===== src/rtl/muldiv_unit.sv =====
// muldiv_unit: RV32M execute unit sitting beside the integer ALU in EX.
//
// Multiplies (MUL/MULH/MULHSU/MULHU) complete one cycle after issue.
// Divides (DIV/DIVU/REM/REMU) run a 32-step restoring divider. With
// EARLY_OUT=1, divide-by-zero and signed overflow finish in one cycle.
// With EARLY_OUT=0 they take the full iteration and give the same results.
//
// Handshake: start is a request that is accepted on a rising edge only
// while the unit is in IDLE or DONE and flush is low. done is a one-cycle
// pulse that marks result/rd_out valid. There is no backpressure. The
// pipeline stalls on busy and consumes the result on the done cycle.
// result/rd_out hold their values until the next completion.
//
// Ports:
//   clk        rising-edge clock
//   reset      asynchronous active-low reset
//   start      issue request
//   funct3     0 MUL, 1 MULH, 2 MULHSU, 3 MULHU, 4 DIV, 5 DIVU, 6 REM, 7 REMU
//   rs1_val    operand A / dividend
//   rs2_val    operand B / divisor
//   rd_in      destination register tag
//   flush      synchronous kill; overrides start, suppresses pending done
//   busy       high while a divide is iterating
//   done       one-cycle completion pulse
//   result     operation result
//   rd_out     tag of the completed operation
//   state_dbg  current FSM state (0 IDLE, 1 DIV_RUN, 2 DONE)
//
// Only XLEN=32 is supported because the iteration counter is 5 bits wide.

module muldiv_unit #(
    parameter int XLEN      = 32,
    parameter bit EARLY_OUT = 1'b1
) (
    input  logic            clk,
    input  logic            reset,
    input  logic            start,
    input  logic [2:0]      funct3,
    input  logic [XLEN-1:0] rs1_val,
    input  logic [XLEN-1:0] rs2_val,
    input  logic [4:0]      rd_in,
    input  logic            flush,
    output logic            busy,
    output logic            done,
    output logic [XLEN-1:0] result,
    output logic [4:0]      rd_out,
    output logic [1:0]      state_dbg
);

    typedef enum logic [1:0] {
        S_IDLE    = 2'd0,
        S_DIV_RUN = 2'd1,
        S_DONE    = 2'd2
    } state_t;

    state_t state, state_next;

    // Divider state
    logic [XLEN-1:0] rem_q;     // partial remainder
    logic [XLEN-1:0] quo_q;     // dividend shifts out the top, quotient bits shift in
    logic [XLEN-1:0] dvs_q;     // divisor magnitude
    logic [4:0]      counter_q;
    logic            neg_quo_q;
    logic            neg_rem_q;
    logic            rem_op_q;
    logic [4:0]      rd_q;

    // Issue decode
    logic accept;
    logic is_div;
    assign accept = start && !flush && (state == S_IDLE || state == S_DONE);
    assign is_div = funct3[2];

    // Multiplier: sign- or zero-extend each operand by one bit, then take a
    // single signed product. This covers all four multiply flavours.
    logic                     mul_a_signed;
    logic                     mul_b_signed;
    logic signed [XLEN:0]     mul_a_ext;
    logic signed [XLEN:0]     mul_b_ext;
    logic signed [2*XLEN+1:0] mul_full;
    logic [XLEN-1:0]          mul_res;

    assign mul_a_signed = (funct3 == 3'd1) || (funct3 == 3'd2);
    assign mul_b_signed = (funct3 == 3'd1);
    assign mul_a_ext    = {mul_a_signed & rs1_val[XLEN-1], rs1_val};
    assign mul_b_ext    = {mul_b_signed & rs2_val[XLEN-1], rs2_val};
    assign mul_full     = mul_a_ext * mul_b_ext;
    assign mul_res      = (funct3[1:0] == 2'd0) ? mul_full[XLEN-1:0]
                                                : mul_full[2*XLEN-1:XLEN];

    // Divide setup: operate on magnitudes and remember the sign fix-ups
    logic            div_signed;
    logic            a_neg;
    logic            b_neg;
    logic [XLEN-1:0] a_mag;
    logic [XLEN-1:0] b_mag;
    logic            div_zero;
    logic            div_ovf;
    logic            early_hit;
    logic [XLEN-1:0] early_res;

    assign div_signed = ~funct3[0];
    assign a_neg      = div_signed & rs1_val[XLEN-1];
    assign b_neg      = div_signed & rs2_val[XLEN-1];
    assign a_mag      = a_neg ? -rs1_val : rs1_val;
    assign b_mag      = b_neg ? -rs2_val : rs2_val;
    assign div_zero   = (rs2_val == '0);
    assign div_ovf    = div_signed && (rs1_val == {1'b1, {(XLEN-1){1'b0}}})
                        && (rs2_val == '1);
    assign early_hit  = EARLY_OUT && is_div && (div_zero || div_ovf);
    // On overflow the quotient equals the dividend (most negative value)
    assign early_res  = funct3[1] ? (div_zero ? rs1_val : '0)
                                  : (div_zero ? '1 : rs1_val);

    // One restoring step. The shifted remainder can need XLEN+1 bits.
    // A remainder that fits always stays below the divisor, so XLEN bits
    // are enough to store it.
    logic [XLEN:0]   shifted;
    logic [XLEN:0]   diff;
    logic            rem_ge;
    logic [XLEN-1:0] rem_next;
    logic [XLEN-1:0] quo_next;
    logic [XLEN-1:0] quo_fin;
    logic [XLEN-1:0] rem_fin;
    logic [XLEN-1:0] div_res;

    assign shifted  = {rem_q, quo_q[XLEN-1]};
    assign diff     = shifted - {1'b0, dvs_q};
    assign rem_ge   = (shifted >= {1'b0, dvs_q});
    assign rem_next = rem_ge ? diff[XLEN-1:0] : shifted[XLEN-1:0];
    assign quo_next = {quo_q[XLEN-2:0], rem_ge};
    assign quo_fin  = neg_quo_q ? -quo_next : quo_next;
    assign rem_fin  = neg_rem_q ? -rem_next : rem_next;
    assign div_res  = rem_op_q ? rem_fin : quo_fin;

    // FSM state register
    always_ff @(posedge clk or negedge reset) begin
        if (!reset) begin
            state <= S_IDLE;
        end else begin
            state <= state_next;
        end
    end

    // FSM next-state logic
    always_comb begin
        state_next = state;
        case (state)
            S_IDLE, S_DONE: begin
                state_next = S_IDLE;
                if (accept) begin
                    state_next = (is_div && !early_hit) ? S_DIV_RUN : S_DONE;
                end
            end
            S_DIV_RUN: begin
                if (counter_q == 5'd0) begin
                    state_next = S_DONE;
                end
            end
            default: state_next = S_IDLE;
        endcase
        if (flush) begin
            state_next = S_IDLE;
        end
    end

    // Datapath registers
    always_ff @(posedge clk or negedge reset) begin
        if (!reset) begin
            rem_q     <= '0;
            quo_q     <= '0;
            dvs_q     <= '0;
            counter_q <= '0;
            neg_quo_q <= 1'b0;
            neg_rem_q <= 1'b0;
            rem_op_q  <= 1'b0;
            rd_q      <= '0;
            result    <= '0;
            rd_out    <= '0;
        end else if (accept) begin
            rd_q      <= rd_in;
            rem_op_q  <= funct3[1];
            // A zero divisor must yield all-ones for signed DIV too, so the
            // quotient is never negated in that case.
            neg_quo_q <= (a_neg ^ b_neg) & ~div_zero;
            neg_rem_q <= a_neg;
            dvs_q     <= b_mag;
            quo_q     <= a_mag;
            rem_q     <= '0;
            counter_q <= 5'd31;
            if (!is_div) begin
                result <= mul_res;
                rd_out <= rd_in;
            end else if (early_hit) begin
                result <= early_res;
                rd_out <= rd_in;
            end
        end else if (state == S_DIV_RUN && !flush) begin
            rem_q     <= rem_next;
            quo_q     <= quo_next;
            counter_q <= counter_q - 5'd1;
            if (counter_q == 5'd0) begin
                result <= div_res;
                rd_out <= rd_q;
            end
        end
    end

    assign busy      = (state == S_DIV_RUN);
    assign done      = (state == S_DONE);
    assign state_dbg = state;

endmodule


===== config.mk =====
export PLATFORM = sky130hd
export DESIGN_NAME = muldiv_unit
export DESIGN_NICKNAME = d
export VERILOG_FILES = /design/src/rtl/muldiv_unit.sv
export SDC_FILE = /design/constraint.sdc
export NUM_CORES = 2
export LEC_CHECK = 0
export CORE_ASPECT_RATIO = 2
export CORE_MARGIN = 10
export CORE_UTILIZATION = 40
export DETAILED_ROUTE_END_ITERATION = 10
export PLACE_DENSITY = 0.56
export SYNTH_ARGS = -nofsm -noshare
export SYNTH_HDL_FRONTEND = slang
export SYNTH_SLANG_ARGS = --single-unit

===== constraint.sdc =====
create_clock -name clk -period 11.03 [get_ports clk]
set_input_delay 2.206 -clock clk [delete_from_list [all_inputs] [get_ports clk]]
set_output_delay 2.206 -clock clk [all_outputs]
set_load 0.02 [all_outputs]

## Word-level counts from Yosys, hierarchy flattened

Index checks and enable logic that the tools add are counted.

- Add/subtract/negate cells: 6
- $mul: 1
- Magnitude comparators: 1
- Equality and inequality tests: 8
- Muxes and demuxes: 31
- Bitwise gates (word level): 8
- Reduce and logical (&&, ||, !) cells: 20

Operators by type and width:

| kind | count |
|---|---|
| 32-bit 2-to-1 mux | 19 |
| 32-bit negator | 4 |
| 32-bit == test, second input constant | 2 |
| 33-bit by 33-bit multiplier with 64-bit output | 1 |
| 5-bit 2-to-1 mux | 7 |
| 33-bit by 32-bit greater-or-equal comparator with 1-bit output | 1 |
| 32-bit zero test | 1 |
| 32-bit subtractor | 1 |
| 2-bit 2-to-1 mux | 4 |
| 1-bit logical AND | 7 |
| 3-bit by 2-bit inequality test with 1-bit output, second input constant | 2 |
| 1-bit AND | 5 |
| 5-bit zero test | 1 |
| 5-bit by 1-bit subtractor with 5-bit output, second input constant | 1 |
| 2-bit zero test | 2 |
| 2-bit one-hot mux with 2 select lines | 1 |
| 2-bit nonzero test | 2 |
| 3-bit by 1-bit == test with 1-bit output, second input constant | 1 |
| 3-bit by 2-bit == test with 1-bit output, second input constant | 1 |
| 1-bit logical OR | 3 |
| 3-bit AND reduction | 1 |
| 2-bit by 1-bit == test with 1-bit output, second input constant | 1 |
| 2-bit == test, second input constant | 1 |
| 1-bit zero test | 2 |
| 3 further kinds | 4 |

- Flip-flop bits (word level): 148
- Input port bits: 76
- Output and inout bits: 41

## Logic depth before layout (Yosys ltp)

- Depth after elaboration: 11
- Depth in mapped cells: 35

## Worst setup path after synthesis

Ideal clock, no wire load.

- Path type: input -> register
- Start point: input port funct3[1]
- End point: register result[30]
- Setup time: 0.126 ns
- Data arrival time: 10.566 ns
- Path slack: 0.338 ns
- Stages: 34
- Cell sequence: clkbuf_1 > xnor2_1 > nor2_1 > and2_0 > clkbuf_1 > nand2_1 > inv_1 > fa_1 > inv_1 > fa_1 > inv_1 > fa_1 > inv_1 > fa_1 > inv_1 > fa_1 > fa_1 > inv_1 > fa_1 > fa_1 > inv_1 > ha_1 > a21oi_1 > nor2b_1 > o21ai_0 > nand2b_1 > a21o_1 > a21o_1 > a21o_1 > a211oi_1 > o21ai_0 > xnor2_1 > a21oi_1 > a221o_1

- Cells in the longest elaborated chain, start to end: 7

RTL lines:

| item | RTL line | text |
|---|---|---|
| from (decl) | 38 | `input logic [2:0] funct3,` |
| 3-bit by 1-bit == test with 1-bit output or 3-bit by 2-bit == test with 1-bit output (tied branches) | 83, 84 |  |
| 1-bit logical OR | 83 | `assign mul_a_signed = (funct3 == 3'd1) \|\| (funct3 == 3'd2);` |
| 1-bit AND | 85 | `assign mul_a_ext = {mul_a_signed & rs1_val[XLEN-1], rs1_val};` |
| 33-bit by 33-bit multiplier with 64-bit output | 87 | `assign mul_full = mul_a_ext * mul_b_ext;` |
| 32-bit 2-to-1 mux | 88 | `assign mul_res = (funct3[1:0] == 2'd0) ? mul_full[XLEN-1:0]` |
| 32-bit 2-to-1 mux * | 191 | `if (!is_div) begin` |
| 32-bit 2-to-1 mux * | 180 | `end else if (accept) begin` |
| to (signal assigned) | 192 | `result <= mul_res;` |
| to (signal assigned) | 195 | `result <= early_res;` |
| to (signal assigned) | 203 | `result <= div_res;` |
| to (decl) | 45 | `output logic [XLEN-1:0] result,` |

Every way passes the cells marked *; elsewhere a longest branch is shown, timed or not. The select of a mux whose other input is x is not followed.
A chain may end at the register's enable or synchronous reset.

## Worst setup path after layout

- Start point: input port rs2_val[1]
- End point: register result[10]

- Cells in the longest elaborated chain, start to end: 6

RTL lines:

| item | RTL line | text |
|---|---|---|
| from (decl) | 40 | `input logic [XLEN-1:0] rs2_val,` |
| branches (longest 6 deep; another with 33-bit by 33-bit multiplier with 64-bit output) | -- |  |

Parallel ways; which one is timed is not known. The select of a mux whose other input is x is not followed.

==> impl_metrics.env <==
export IMPL_ios=117
export IMPL_clock_path_buffers=2
export IMPL_rows=184
export IMPL_async_reset_ff_frac=1.00
export IMPL_wl_per_cell_um=26.2
export IMPL_first_pass_iters=6
export IMPL_viasPerCell=5.56
export IMPL_setup_tns_ps=0
export IMPL_fin_crit_sh=0.971
export IMPL_initialDrtViolationCount=2812
export IMPL_clk_pin_slew_worst_paths_ps=70
export IMPL_synth_compound_area_frac=0.0932
export IMPL_synth_area_um2=50500
export IMPL_yosysTopAreaCell="fa_1"
export IMPL_fmax_mhz=93.4
export IMPL_synthDistinctLibCells=104
export IMPL_syn_area_per_cell_um2=8.59
export IMPL_die_area_um2=142000
export IMPL_synth_xor_area_frac=0.0354
export IMPL_ys_ff_latch=148
export IMPL_worstMarginPinSlew_ps=1280
export IMPL_place_congestion=0.985
export IMPL_drc=0
export IMPL_die_h_um=522
export IMPL_grt_pass1_vias=46000
export IMPL_core_region_area_um2=125000
export IMPL_slew_headroom=0.138
export IMPL_cts_root_buf="clkbuf_16"
export IMPL_cts_sink_count=148
export IMPL_yosysMostFrequentCell="inv_1"
export IMPL_synth_simple_gate_area_frac=0.163
export IMPL_slowest_stage="fa_1"
export IMPL_portBuffers=116
export IMPL_cp_required_ps=11440
export IMPL_yosys_area_top_type_share=0.446
export IMPL_drive_above_1_share=0.0709
export IMPL_met3_length_mm=11.1
export IMPL_synthMuxAreaShare=0.00548
export IMPL_yosysSeqAreaShare=0.0734
export IMPL_status="finished, final reports clean"
export IMPL_drt_total_wl_mm=200
export IMPL_cp_end_kind="flop"
export IMPL_hold_viol=0
export IMPL_drv_cap=0
export IMPL_wl_met1_mm=63.8
export IMPL_fin_crit_ps=10710
export IMPL_synth_fp_nets=7330
export IMPL_synth_fa_ha_area_frac=0.509
export IMPL_clk_latency_ps=470
export IMPL_postSynthCellCount=5877
export IMPL_synth_edf_count=0
export IMPL_synth_top_family_by_area="adder cells"
export IMPL_setup_viol=0
export IMPL_grt_pass1_wl_mm=296
export IMPL_h_tree_depth=4
export IMPL_vias=42300
export IMPL_grt_max_degree=81
export IMPL_cts_made_buffers=17
export IMPL_yosys_warnings=0
export IMPL_synthTopCellsByCount="1223 x inv_1, 1126 x fa_1, 1020 x nand2_1, 302 x and2_1, 258 x clkbuf_1"
export IMPL_area_growth_pct=8.90
export IMPL_overflow=0
export IMPL_antenna_found_initial=14
export IMPL_path_max_fanout=28
export IMPL_arrival_ps=11120
export IMPL_finalClockSkew_ps=10.5
export IMPL_critical_path_class="input port to flop"
export IMPL_worstHoldPathType="flop to flop"
export IMPL_antenna_left=0
export IMPL_synthTopCellsByArea="fa_1 45%, inv_1 9.1%, nand2_1 7.6%, dfrtp_1 7.3%, ha_1 6.2%"
export IMPL_wl_met2_mm=103
export IMPL_synth_flop_cell="dfrtp_1"
export IMPL_fin_nets=7368
export IMPL_crit_top_cell="fa_1"
export IMPL_post_dp_hpwl_mm=163
export IMPL_track_usage=0.285
export IMPL_top_layer="met5"
export IMPL_drv_slew=0
export IMPL_tritoncts="yes"
export IMPL_start_util=0.402
export IMPL_die_width_um=271
export IMPL_startpoint_type="input port"
export IMPL_max_stage_delay_ps=690
-- placed cells by master (no fill, tap or decap), types with 12 or more instances in the layout --
cell type        synthesis  final
buf_12                   0     24
nand2b_1                21     20
and3_1                  29     29
a21oi_1                166    166
xnor2_1                129    129
or4_1                   12     12
nor2_1                 209    206
dfrtp_1                148    148
nand3_1                 39     39
fa_1                  1126   1125
inv_1                 1223   1223
clkbuf_16                0     17
nor3_1                  50     49
o31ai_1                 29     29
a211oi_1                27     27
or3_1                   24     23
nor4_1                  17     17
xor2_1                  73     73
o41ai_1                 13     13
a21o_1                  55     55
o21a_1                  22     22
ha_1                   251    251
and2_1                 302    303
o21ai_0                194    191
a31oi_1                 51     51
mux2i_1                 22     22
clkdlybuf4s50_1          0     59
nand4_1                 21     21
o211ai_1                20     20
nand2_1               1020   1019
buf_4                    0    243
buf_2                    1     54
-- kinds of logic (layout without fill, tap and decap cells) --
group           Yosys count  in the layout
mux                      27             27
xor+xnor                203            203
simple gates           1805           1805
compound gates          724            724
fa+ha+maj              1380           1380
buf+inv                1590           1641
other cells               0              8
flops                   148            148
-- layout make-up --
class / count / area, um2
fill: 12600 / 70500
multi-input combinational: 4139 / 40800
inverter: 1226 / 4610
sequential: 148 / 3700
timing repair buffer: 383 / 3190
tap: 1674 / 2090
clock buffer: 17 / 425
clock inverter: 15 / 178
antenna: 8 / 20.0
-- metal layers --
layer	track usage	vias to the layer above
li1	-	17900
met1	0.283	21800
met2	0.510	1884
met3	0.0396	715
met4	0.257	4
met5	0	-
-- state kept, by name, summed over array words and instances (netlist names), 2 cells and up --
| name | count |
|---|---|
| state_dbg | 2 |
| result | 32 |
| rem_q | 32 |
| quo_q | 32 |
| rd_q | 5 |
| rd_out | 5 |
| dvs_q | 32 |
| counter_q | 5 |
-- metrics by stage --
step | area [um2] | utilization | std cells | worst slack (ps) | hold WS, ps
after detailed placement | 54300 | 0.433 | 7569 | -480 | 454
after global placement | 54300 | 0.433 | 7569 | -459 | 447
after CTS | 54900 | 0.438 | 7601 | 31.7 | 472
after floorplan | 50500 | - | 5877 | 338 | 436
final | 55000 | 0.438 | 7610 | 320 | 474
after global routing | 55000 | 0.438 | 7603 | -7.34 | 502
-- repair_timing --
item	CTS	global route
endpoints found under the setup margin	0	15
resized for setup	0	13
buffers inserted	0	1
hold buffers	0	0
-- worst paths after layout --
path,endpoint,depth (start not counted),from,slack (ps)
worst max-delay path,result[10]$_DFFE_PN0P_,30,rs2_val[1],320
min in group asynchronous,dvs_q[23]$_DFFE_PN0P_,1,reset,1790
worst min register to register,rd_q[2]$_DFFE_PN0P_,2,rd_q[2]$_DFFE_PN0P_,470
worst min-delay path,rd_q[2]$_DFFE_PN0P_,2,rd_q[2]$_DFFE_PN0P_,470
worst max register to register,result[20]$_DFFE_PN0P_,21,rem_q[13]$_DFFE_PN0P_,3760
max in group asynchronous,quo_q[12]$_DFFE_PN0P_,2,reset,7680
-- critical path: cells and delay by family --
| kind | cells | cell delay, ps |
|---|---|---|
| fa+ha+maj | 9 | 4650 |
| buf+inv | 9 | 1520 |
| compound gates | 5 | 1300 |
| simple gates | 6 | 1100 |
| xor+xnor | 1 | 310 |
Power is left out: the tool's default activity adds up to more than one toggle a clock period on the data nets, which glitch-free logic cannot reach.
